--- src/rtl/ioctl_loader.sv ---
// Download loader: turns a valid/ready byte stream into paced, sequentially addressed ioctl write strobes.
// Optional IOCTL_LOADER_CHECKSUM_EN adds dl_sum, the modulo-256 sum of bytes written since the last dl_start.
module ioctl_loader #(
    parameter int ADDR_W      = 14,
    parameter int IMAGE_BYTES = 16000,
    parameter int WR_GAP      = 0
) (
    input  logic              pixel_clock,
    input  logic              reset,
    input  logic              dl_start,
    input  logic              dl_abort,
    input  logic [7:0]        s_data,
    input  logic              s_valid,
    output logic              s_ready,
    output logic              ioctl_wr,
    output logic [ADDR_W-1:0] ioctl_addr,
    output logic [7:0]        ioctl_data,
    output logic              progress,
    output logic              dl_done,
    output logic [ADDR_W:0]   byte_count
`ifdef IOCTL_LOADER_CHECKSUM_EN
    ,
    output logic [7:0]        dl_sum
`endif
);

    typedef enum logic [1:0] {
        IDLE,
        LOAD,
        DONE
    } state_t;

    localparam logic [ADDR_W:0] LAST_COUNT = (ADDR_W + 1)'(IMAGE_BYTES);
    localparam logic [3:0]      GAP_RELOAD = 4'(WR_GAP);

    state_t     state;
    state_t     state_next;
    logic [3:0] gap_cnt;
    logic       accept;

    // A byte arriving alongside a control pulse is refused so a restart never inherits a stray byte.
    always_comb begin
        s_ready    = (state == LOAD) && (gap_cnt == 4'd0) && (byte_count < LAST_COUNT);
        accept     = s_ready && s_valid && !dl_start && !dl_abort;
        progress   = (state == LOAD);
        dl_done    = (state == DONE);
        state_next = state;
        case (state)
            IDLE: begin
                if (dl_start) begin
                    state_next = LOAD;
                end
            end
            LOAD: begin
                if (dl_start) begin
                    state_next = LOAD;
                end else if (dl_abort) begin
                    state_next = IDLE;
                end else if (byte_count >= LAST_COUNT) begin
                    state_next = DONE;
                end
            end
            DONE: begin
                if (dl_start) begin
                    state_next = LOAD;
                end
            end
            default: state_next = IDLE;
        endcase
    end

    always_ff @(posedge pixel_clock or posedge reset) begin
        if (reset) begin
            state      <= IDLE;
            ioctl_wr   <= 1'b0;
            ioctl_addr <= '0;
            ioctl_data <= 8'd0;
            byte_count <= '0;
            gap_cnt    <= 4'd0;
        end else begin
            state    <= state_next;
            ioctl_wr <= accept;
            if (accept) begin
                ioctl_addr <= byte_count[ADDR_W-1:0];
                ioctl_data <= s_data;
            end
            if (dl_start) begin
                byte_count <= '0;
            end else if (accept) begin
                byte_count <= byte_count + 1'b1;
            end
            // The gap counter starts at WR_GAP on the strobe cycle, so the next accept lands WR_GAP+1 cycles later.
            if (dl_start) begin
                gap_cnt <= 4'd0;
            end else if (accept) begin
                gap_cnt <= GAP_RELOAD;
            end else if (gap_cnt != 4'd0) begin
                gap_cnt <= gap_cnt - 4'd1;
            end
        end
    end

`ifdef IOCTL_LOADER_CHECKSUM_EN
    always_ff @(posedge pixel_clock or posedge reset) begin
        if (reset) begin
            dl_sum <= 8'd0;
        end else if (dl_start) begin
            dl_sum <= 8'd0;
        end else if (accept) begin
            dl_sum <= dl_sum + s_data;
        end
    end
`endif

endmodule

--- config.mk ---
export PLATFORM = sky130hd
export DESIGN_NAME = ioctl_loader
export DESIGN_NICKNAME = d
export VERILOG_FILES = /design/src/rtl/ioctl_loader.sv
export SDC_FILE = /design/constraint.sdc
export NUM_CORES = 1
export LEC_CHECK = 0
export ABC_AREA = 0
export ABC_CLOCK_PERIOD_IN_PS = 2400
export BUFFER_PORTS_ARGS = -buffer_cell sky130_fd_sc_hd__buf_2
export CAP_MARGIN = 5
export CELL_PAD_IN_SITES_DETAIL_PLACEMENT = 0
export CELL_PAD_IN_SITES_GLOBAL_PLACEMENT = 2
export CORE_UTILIZATION = 30
export DETAILED_ROUTE_END_ITERATION = 10
export PLACE_DENSITY_LB_ADDON = 0.2
export SLEW_MARGIN = 30
export SYNTH_ARGS = -nofsm -noshare
export SYNTH_HDL_FRONTEND = slang
export SYNTH_SLANG_ARGS = --single-unit
--- constraint.sdc ---
create_clock -name pixel_clock -period 2.4 [get_ports pixel_clock]
set_clock_uncertainty 0.2 [all_clocks]
set_input_delay 0.6 -clock pixel_clock [delete_from_list [all_inputs] [get_ports pixel_clock]]
set_output_delay 0.6 -clock pixel_clock [all_outputs]
set_load 0.02 [all_outputs]
==> results of run 1 <==
==> layer usage <==
| metal | up-vias | global-route usage | part of all wire |
|---|---|---|---|
| met3 | 7 | 0.0318 | 0.036 |
| li1 | 853 | - | - |
| met1 | 853 | 0.206 | 0.48 |
| met4 | 0 | 0.0500 | 0.012 |
| met5 | - | 0 | 0 |
| met2 | 32 | 0.228 | 0.47 |
==> power breakdown <==
| part | switching, uW | leakage, uW | internal (uW) |
|---|---|---|---|
| clock | 252 | 0.0000552 | 309 |
| sequential | 58.6 | 0.000594 | 838 |
| combinational | 438 | 0.000870 | 549 |
| total | 748 | 0.00152 | 1700 |
==> placed cells by master, fill, tap and decap left out, types with 3 or more instances in the layout <==
master	netlist	final
a21oi_1	14	10
a21oi_2	0	4
and3_1	3	3
buf_12	0	3
buf_2	3	52
buf_4	0	30
clkbuf_16	0	3
clkbuf_8	0	5
dfrtp_1	44	44
inv_1	7	4
mux2_2	25	4
mux2_4	0	21
nand2_1	3	3
nand3_1	10	10
nor2_1	7	7
nor2b_1	6	6
o21ai_0	3	3
o31ai_1	7	7
or4_1	5	3
or4_4	1	3
==> cells in the mapped netlist (2+ instances only) <==
master | number | share of area
nor3b_1 | 2 | 0.0072
or3_2 | 2 | 0.0072
ha_1 | 3 | 0.018
nor4_1 | 3 | 0.0090
nand3_1 | 10 | 0.024
nand4_1 | 2 | 0.0060
buf_2 | 3 | 0.0072
o21ai_0 | 3 | 0.0072
nand2_1 | 3 | 0.0054
and3_1 | 3 | 0.0090
mux2_2 | 25 | 0.13
o31ai_1 | 7 | 0.025
clkbuf_1 | 4 | 0.0072
nand3b_1 | 2 | 0.0072
inv_1 | 7 | 0.013
nor2_1 | 7 | 0.013
or4_1 | 5 | 0.018
nor3_1 | 2 | 0.0048
a21oi_1 | 14 | 0.033
dfrtp_1 | 44 | 0.53
nor2b_1 | 6 | 0.018
==> area by class of cell <==
cell class	count	share of cell area
tap	80	0.0324
timing repair buffer	90	0.208
clock inverter	2	0.0113
sequential	44	0.357
inverter	7	0.00851
multi-input combinational	121	0.359
clock buffer	6	0.0235
==> worst min path at each step <==
stage,to,startpoint,cells after the start
after global placement,ioctl_data[4]$_DFFE_PP0P_,ioctl_data[4]$_DFFE_PP0P_,1
after global routing,ioctl_wr$_DFF_PP0_,reset,3
after detailed placement,ioctl_addr[9]$_DFFE_PP0P_,ioctl_addr[9]$_DFFE_PP0P_,1
after floorplan,state[0]$_DFFE_PP0P_,state[1]$_DFFE_PP0P_,1
after CTS,ioctl_data[7]$_DFFE_PP0P_,reset,3
final,ioctl_data[5]$_DFFE_PP0P_,reset,3
==> per-stage QoR <==
stage | utilization | hold slack (ps) | setup WS [ps] | TNS [ps]
floorplan | - | 288 | 12.7 | 0
global placement | 0.396 | 285 | -10.7 | -10.7
detailed placement | 0.396 | 290 | -35.3 | -47.5
CTS | 0.420 | 251 | -114 | -114
global route | 0.457 | 278 | -123 | -595
finish | 0.457 | 231 | -21.2 | -21.2
==> kinds of logic (layout without fill, tap and decap cells) <==
logic type | after synthesis | after routing | share of synthesized area
XOR/XNOR | 1 | 1 | 0.00419
flip-flops | 44 | 44 | 0.526
buffers and inverters | 14 | 105 | 0.0269
adder cells (fa/ha/maj) | 3 | 3 | 0.0179
AND/OR/NAND/NOR | 60 | 60 | 0.191
multiplexers | 25 | 25 | 0.135
AO/OA/AOI/OAI | 32 | 32 | 0.0987
==> worst max-delay path, cell delays in order (launching register included) <==
cell and delay, ps:
dfrtp_1 390, inv_2 80, ha_4 130, buf_6 80, nor4b_4 160, a21boi_4 220
and2_4 160, buf_6 100
==> sequential cells by signal (all words and copies together), names as in the netlist <==
signal and count:
ioctl_addr 14, gap_cnt 4, ioctl_wr 1, byte_count 15, ioctl_data 8, state 2
==> repair_timing <==
item | 4_1_cts | 5_1_grt
setup endpoints to repair | 14 | 22
cloned | 0 | 3
gates resized for setup | 8 | 31
pin swaps | 5 | 4
buffers inserted | 3 | 6
==> metrics.cfg, run 1 <==
[status]
status = finished with violations
violations = setup timing

[job]
drv_cap = 0

[synthesis]
synth_area_sq_um = 2090
synthCells = 179
syn_nets = 195
ys_types = 43
synth.avg_cell_area_sq_um = 11.7
async_flop_share = 1.00
ys_ff_latch = 44
synth_edf_count = 0
ys.warnings.count = 0
synth_seq_area_share = 0.526
ys.flop_type = dfrtp_1

[clock_tree]
postCtsHoldBufs = 0
cts.reportedPaths.clkPinSlew_ps = 80
cts.sinks = 44
cts_buffers = 5
ctsLongestPathBuffers = 2
cts_tree = yes
cts_htree_levels = 2
clkLatencyLatePin_ps = 300
cts-root-buf = clkbuf_8

[setup_path]
start_kind = flop
crit_type = reg -> out
worstSetupStartpoint = gap_cnt[1]$_DFFE_PP0P_
crit_end = s_ready
r2r_end = ioctl_data[2]$_DFFE_PP0P_
rrSetupSlack_ps = 20
required_ps = 1600
r2r_start = gap_cnt[1]$_DFFE_PP0P_
critPathMaxFanout = 2
rr_worst_depth = 8
end_kind = primary output
arrival_ps = 1620

[global_route]
antenna_found_initial = 0
grt_max_degree = 45
overflow = 0
grt_pass1_wl_um = 8240
grt_pass1_vias = 1606
track_usage = 0.147

[sta]
setup_viol = 1
slew_violations = 0
max_freq_mhz = 413
slew_headroom = 0.624
grt_setup_unrepaired = true
finalHoldViolCount = 0
worstMarginPinSlew_ps = 564
final.min_clock_period_ps = 2420
setup_slack_ps = -21.2
fin_crit_sh = 1.01

[drt]
vias = 1745
wirelength_um = 5450
vias_per_cell = 4.99
first_pass_iters = 4
wl_per_cell_um = 15.6
drtAntennaViolNets = 0
drtIter0Drc = 60
drc = 0

[place]
hpwl_um = 3530
placement.io_buffers = 53
dp.cells = 331
gp_congestion = 0.681
place_area_sq_um = 2680

[power_and_ir_drop]
p_total_uw = 2440
p_leak_uw = 0.00152
p_per_area_nw_per_um2 = 792
ir_drop_uv = 418

[final_layout]
fin_nets = 285
final_area_sq_um = 3090
antenna_cells = 0
n_fill_cell = 661
fin_cells = 350
layout-drive-gt1-share = 0.533
multi_input_area_sq_um = 1110
seqCellArea_sq_um = 1100
areaGrowthSynthToFinish_pct = 47.6

[die]
initial_core_util = 0.310
fp.dieArea_sq_um = 7310
rows = 30
die_w_um = 85.5
core_region_area_sq_um = 6760
ios = 54
die_h_um = 85.5

[worst_hold_path]
hold_path.class = in -> async

No activity file was read; power rests on OpenSTA's default activity.
==> run 2: changes to the inputs <==
Settings changed: BUFFER_PORTS_ARGS -buffer_cell sky130_fd_sc_hd__buf_2 to -buffer_cell sky130_fd_sc_hd__clkbuf_2, CTS_CLUSTER_SIZE from default to 10.
==> run 2 against run 1 <==
Against the previous run:
- the run now ends clean
- core utilization down 1.3 points
- non-clock buffer count down 2
- flip-flop and latch count unchanged
- count of clock-buffer cells in the layout down 1
- critical path type is now reg -> reg
- wire length down 4.2%
- first-iteration DRC count up 8.3%
- critical endpoint is now byte_count[10]$_DFFE_PP0P_
- via count down 0.52%
- global-route usage up 0.56 points
==> metrics.cfg, run 2 (synthesized netlist as in run 1, its figures left out) <==
[status]
status = complete, no violations

[sta]
final.min_clock_period_ps = 2380  ; -40.4 ps
fin_crit_sh = 0.992  ; -0.0168
worstMarginPinSlew_ps = 699  ; +135 ps
slew_headroom = 0.531  ; -0.0929
grt_setup_unrepaired = true
setup_viol = 0  ; -1
slew_violations = 0  ; unchanged
finalHoldViolCount = 0  ; unchanged
fin_hold_ws_ps = 88.9  ; -142 ps
max_freq_mhz = 420  ; +1.7%

[final_layout]
layout-drive-gt1-share = 0.524  ; -0.00899
areaGrowthSynthToFinish_pct = 43.3
largest_register_ff_count = 15  ; unchanged
regMostFlops = byte_count
fin_cells = 347  ; -0.86%
final_common_cell = clkbuf_2
mostFrequentLayoutCells = 52 x clkbuf_2, 44 x dfrtp_1, 32 x buf_4, 22 x mux2_4, 11 x a21oi_1
final_util = 0.444  ; -0.0133
fin_nets = 283  ; -0.70%
top_regs = byte_count: 15 flops, ioctl_addr: 14 flops, ioctl_data: 8 flops
final_area_sq_um = 3000  ; -2.9%
antenna_cells = 0  ; unchanged

[clock_tree]
cts.reportedPaths.clkPinSlew_ps = 80  ; about the same
cts-root-buf = clkbuf_8
cts_tree = yes
cts_htree_levels = 2  ; unchanged
cts_buffers = 5  ; unchanged
clkLatencyLatePin_ps = 300  ; about the same
ctsLongestPathBuffers = 2  ; unchanged
cts.sinks = 44  ; unchanged

[die]
core_region_area_sq_um = 6760  ; unchanged
ios = 54  ; unchanged
fp.dieArea_sq_um = 7310  ; unchanged
rows = 30  ; unchanged
die_w_um = 85.5  ; unchanged
initial_core_util = 0.310  ; unchanged
die_h_um = 85.5  ; unchanged

[global_route]
antenna_found_initial = 0  ; unchanged
grt_pass1_wl_um = 8510  ; +3.4%
grt_pass1_vias = 1689  ; +5.2%
track_usage = 0.153  ; +0.00561
overflow = 0  ; unchanged
grt_max_degree = 28  ; -38%

[setup_path]
rr_worst_depth = 6  ; -2
r2r_start = gap_cnt[0]$_DFFE_PP0P_
start_kind = flop
arrival_ps = 2420  ; +800 ps
path_common_cell = or4_4
end_kind = flop
path_cells = inv_2, ha_4, or3b_4, or4_4, or4_4, a21oi_2
cp_slowest_stage_delay_ps = 560  ; +170 ps
worstSetupStartpoint = gap_cnt[0]$_DFFE_PP0P_
cp_slowest_cell = or4_4
rrSetupSlack_ps = 20  ; about the same
required_ps = 2440  ; +840 ps
path_delay_family = simple AND/OR/NAND/NOR gates
path_buf_inv = 1  ; -2
crit_type = reg -> reg
r2r_end = byte_count[10]$_DFFE_PP0P_
critPathMaxFanout = 5  ; +3

[drt]
wl_per_cell_um = 15.1  ; -3.4%
drtIter0Drc = 65  ; +8.3%
drc = 0  ; unchanged
drtAntennaViolNets = 0  ; unchanged
wirelength_um = 5220  ; -4.2%
vias_per_cell = 5.00  ; +0.34%
vias = 1736  ; -0.52%
first_pass_iters = 4  ; unchanged

[worst_hold_path]
hold_path.class = in -> async

[place]
place_area_sq_um = 2720  ; +1.6%
gp_congestion = 0.707  ; +3.9%
placement.io_buffers = 53  ; unchanged
dp.cells = 335  ; +1.2%
hpwl_um = 3680  ; +4.3%

[power_and_ir_drop]
p_leak_uw = 0.00145  ; -4.3%
p_per_area_nw_per_um2 = 753  ; -4.9%
p_total_uw = 2260  ; -7.6%
ir_drop_uv = 383  ; -8.5%

[job]
drv_cap = 0  ; unchanged

run 2: cell count changes in the layout (fill, tap and decap cells not counted), sizes merged:
| cell | delta |
|---|---|
| clkbuf | +48 |
| clkinvlp | +1 |
| bufinv | -1 |
| buf | -51 |
run 2: metal layers:
| layer | track usage | wire length [um] | share of wire |
|---|---|---|---|
| met1 | 0.201 | 2520 | 0.48 |
| met2 | 0.247 | 2450 | 0.47 |
| met3 | 0.0356 | 181 | 0.035 |
| met4 | 0.0576 | 72 | 0.014 |
| met5 | 0 | 0 | 0 |
run 2: worst reg2reg max path: stages, from the launching register on:
cell	delay, ps
dfrtp_1	390
inv_2	80
ha_4	140
or3b_4	390
or4_4	560
or4_4	430
a21oi_2	120
run 2: stage by stage:
stage	TNS, ps	setup slack, ps
finish	0	19.2
global placement	0	5.76
detailed placement	-149	-52.2
CTS	-24.7	-24.7
floorplan	0	12.7
global route	-929	-77.4
run 2: what timing repair did:
action                     4_1_cts  5_1_grt
setup buffers                    3        3
setup endpoints to repair       21       26
hold buffers                     0        0
gates resized for setup          5       35
pin swaps                        5        5
run 2: worst max-delay path by stage:
stage                                      end  cells after the start
finish              byte_count[10]$_DFFE_PP0P_                      6
global route                           s_ready                      6
CTS                                    s_ready                      6
detailed placement  byte_count[10]$_DFFE_PP0P_                      6
global placement    byte_count[10]$_DFFE_PP0P_                      6
floorplan           byte_count[10]$_DFFE_PP0P_                      6
run 2: layout make-up:
cell class	instances	area, sq um
Fill cell	677	3760
Multi-Input combinational cell	121	1110
Sequential cell	44	1100
Timing Repair Buffer	88	576
Tap cell	80	100
Clock buffer	5	68.8
Inverter	7	26.3
Clock inverter	2	12.5
run 2: power breakdown:
group	switching, uW	total [uW]	internal (uW)	leakage (uW)
logic	418	900	482	0.000819
registers	64.0	903	839	0.000594
clock network	258	455	197	0.0000400
==> run 3: changes to the inputs <==
Settings changed: ABC_AREA 0 to 1, CORE_UTILIZATION 30 to 27.
==> run 3 against run 2 <==
Against the previous run:
- register-to-register slack better by 420 ps
- first-iteration DRC count down 29%
- cell area fell by 9.8%
- total power fell by 6.8%
- sequential power increased by 1%
- flip-flop and latch count unchanged
- non-clock buffer count shrank 26
- combinational power fell by 31%
- wire length up 3.5%
- critical endpoint is now s_ready
- largest power group unchanged
==> metrics.cfg, run 3 <==
[sta]
slew_violations = 0  ; unchanged
final.min_clock_period_ps = 2280  ; -101 ps
finalHoldViolCount = 0  ; unchanged
slew_headroom = 0.715  ; +0.184
setup_viol = 0  ; unchanged
worstMarginPinSlew_ps = 427  ; -272 ps
max_freq_mhz = 439  ; +4.4%
fin_crit_sh = 0.950  ; -0.0420

[die]
rows = 32  ; +6.7%
initial_core_util = 0.280  ; -0.0293
die_h_um = 91.8  ; +7.4%
core_region_area_sq_um = 7770  ; +15%
ios = 54  ; unchanged
die_w_um = 91.8  ; +7.4%
fp.dieArea_sq_um = 8430  ; +15%

[synthesis]
synth_top_cell_by_area = dfrtp_1
synth_most_common_cell = nand2_1
synth.avg_cell_area_sq_um = 8.25  ; -29%
syn_nets = 280  ; +44%
ys.flop_type = dfrtp_1
ys_types = 23  ; -47%
async_flop_share = 1.00  ; unchanged
synth_top_area_share = 0.506  ; -0.0206
synth_area_sq_um = 2180  ; +4.1%
synth_seq_area_share = 0.506  ; -0.0206
ys.warnings.count = 0  ; unchanged
ys_ff_latch = 44  ; unchanged
synth_edf_count = 0  ; unchanged
synth_commonest_cells = 98 x nand2_1, 44 x dfrtp_1, 27 x nor2_1, 25 x nand3_1, 20 x inv_1
yosys-top-cells-area = dfrtp_1 51%, nand2_1 17%, nand3_1 5.7%
synthCells = 264  ; +47%

[final_layout]
final_common_cell = nand2_1
top_regs = byte_count: 15 flops, ioctl_addr: 14 flops, ioctl_data: 8 flops
final_util = 0.348  ; -0.0956
fin_cells = 428  ; +23%
regMostFlops = byte_count
fin_nets = 341  ; +20%
mostFrequentLayoutCells = 98 x nand2_1, 53 x clkbuf_2, 41 x dfrtp_1, 27 x nor2_1, 25 x nand3_1
layout-drive-gt1-share = 0.258  ; -0.267
antenna_cells = 0  ; unchanged
largest_register_ff_count = 15  ; unchanged
areaGrowthSynthToFinish_pct = 24.2

[drt]
first_pass_iters = 5  ; +1
drc = 0  ; unchanged
met3WireLength_um = 152  ; -16%
drt-met1-wl_um = 2740  ; +8.9%
vias = 1814  ; +4.5%
wl_met2_um = 2440  ; -0.41%
wl_per_cell_um = 12.6  ; -16%
routed.top_layer = met4
drtIter0Drc = 46  ; -29%
wirelength_um = 5410  ; +3.5%
drtAntennaViolNets = 0  ; unchanged
vias_per_cell = 4.24  ; -15%

[clock_tree]
cts.reportedPaths.clkPinSlew_ps = 90  ; about the same
clkLatencyLatePin_ps = 300  ; about the same
cts-root-buf = clkbuf_8
cts_htree_levels = 2  ; unchanged
postCtsHoldBufs = 0  ; unchanged
cts_tree = yes
ctsLongestPathBuffers = 2  ; unchanged
cts_buffers = 5  ; unchanged
cts.sinks = 44  ; unchanged

[global_route]
track_usage = 0.138  ; -0.0146
overflow = 0  ; unchanged
grt_pass1_wl_um = 8940  ; +5.0%
antenna_found_initial = 0  ; unchanged
grt_pass1_vias = 1729  ; +2.4%
grt_max_degree = 27  ; -3.6%

[worst_hold_path]
hold_path.class = in -> async

[power_and_ir_drop]
pwr-share-clk = 0.272  ; +0.070
p_leak_uw = 0.00139  ; -4.0%
combPwrFrac = 0.294  ; -0.105
power_frac_seq = 0.434  ; +0.034
ir_drop_uv = 203  ; -47%
p_per_area_nw_per_um2 = 778  ; +3.4%
intPower_uw = 1390  ; -8.2%
p_sw_uw = 712  ; -3.8%
swShare = 0.338  ; +0.0105

[place]
dp.cells = 418  ; +25%
placement.io_buffers = 53  ; unchanged
hpwl_um = 3770  ; +2.6%
gp_congestion = 0.730  ; +3.3%

[setup_path]
required_ps = 1600  ; -840 ps
start_kind = flop
end_kind = primary output
arrival_ps = 1480  ; -940 ps
critPathMaxFanout = 7  ; +2
crit_type = reg -> out

[job]
drv_cap = 0  ; unchanged

[status]
status = complete, no violations

run 3: cell types whose count changed in the layout (fill, tap and decap cells not counted), sizes merged, moves of 10 or more:
cell | previous run | this run
buf | 36 | 9
nand2 | 3 | 101
mux2 | 25 | 0
a21oi | 14 | 4
nor2 | 8 | 30
nand3 | 10 | 26
inv | 6 | 21
run 3: path summary, 6_finish.rpt:
path,startpoint,to,slack (ps),cells after the start
worst min-delay path,reset,ioctl_data[5]$_DFFE_PP0P_,70,2
max in group asynchronous,reset,byte_count[7]$_DFFE_PP0P_,1420,3
worst max register to register,byte_count[11]$_DFFE_PP0P_,byte_count[11]$_DFFE_PP0P_,440,10
min in group pixel_clock,ioctl_data[1]$_DFFE_PP0P_,ioctl_data[1]$_DFFE_PP0P_,290,2
worst min register to register,ioctl_data[1]$_DFFE_PP0P_,ioctl_data[1]$_DFFE_PP0P_,290,2
worst max-delay path,byte_count[7]$_DFFE_PP0P_,s_ready,120,6
run 3: final cells by class:
type                    instances  area, sq um
clock buffers                   5         68.8
clock inverters                 3         42.5
fillers                       858         5060
inverters                      21         78.8
multi-input cells             191          936
flip-flops and latches         44         1100
well taps                     102          128
repair buffers                 62          345
run 3: critical path, cell delays in order, from the launching register on:
cell and delay [ps]:
dfrtp_2 480, nor2_1 160, nor2_1 50, nand2_1 70
nand2_2 110, nor2_4 140, clkbuf_2 170
run 3: what timing repair did:
action,CTS,global route
cloned,0,0
gates resized for setup,1,3
buffers inserted,0,2
pin swaps,0,1
endpoints found under the setup margin,1,1
run 3: power by group through the flow:
| stage | clock [uW] | combinational (uW) | sequential (uW) |
|---|---|---|---|
| final | 572 | 620 | 913 |
| after floorplan | 0 | 360 | 1010 |
| after detailed placement | 0 | 605 | 930 |
| after global routing | 634 | 689 | 928 |
| after global placement | 0 | 605 | 928 |
| after CTS | 606 | 607 | 916 |
run 3: cells by family after synthesis:
group           after synthesis  synth area share
simple gates                163             0.337
flops                        44             0.506
buf+inv                      29            0.0655
compound gates               15            0.0345
xor+xnor                     10            0.0402
fa+ha+maj                     3            0.0172
run 3: per-layer routing:
layer | up-vias | track usage
li1 | 941 | -
met1 | 841 | 0.194
met2 | 27 | 0.211
met3 | 5 | 0.0299
met4 | 0 | 0.0469
met5 | - | 0
run 3: stage by stage:
| stage | hold WS (ps) | power, uW | setup WS (ps) | TNS (ps) | cell area (sq um) |
|---|---|---|---|---|---|
| finish | 66.2 | 2100 | 120 | 0 | 2700 |
| CTS | 69.9 | 2130 | 8.72 | 0 | 2680 |
| global placement | 266 | 1530 | 368 | 0 | 2570 |
| global route | 83.2 | 2250 | -2.62 | -2.62 | 2700 |
| detailed placement | 268 | 1530 | 338 | 0 | 2570 |
| floorplan | 338 | 1370 | 543 | 0 | 2180 |
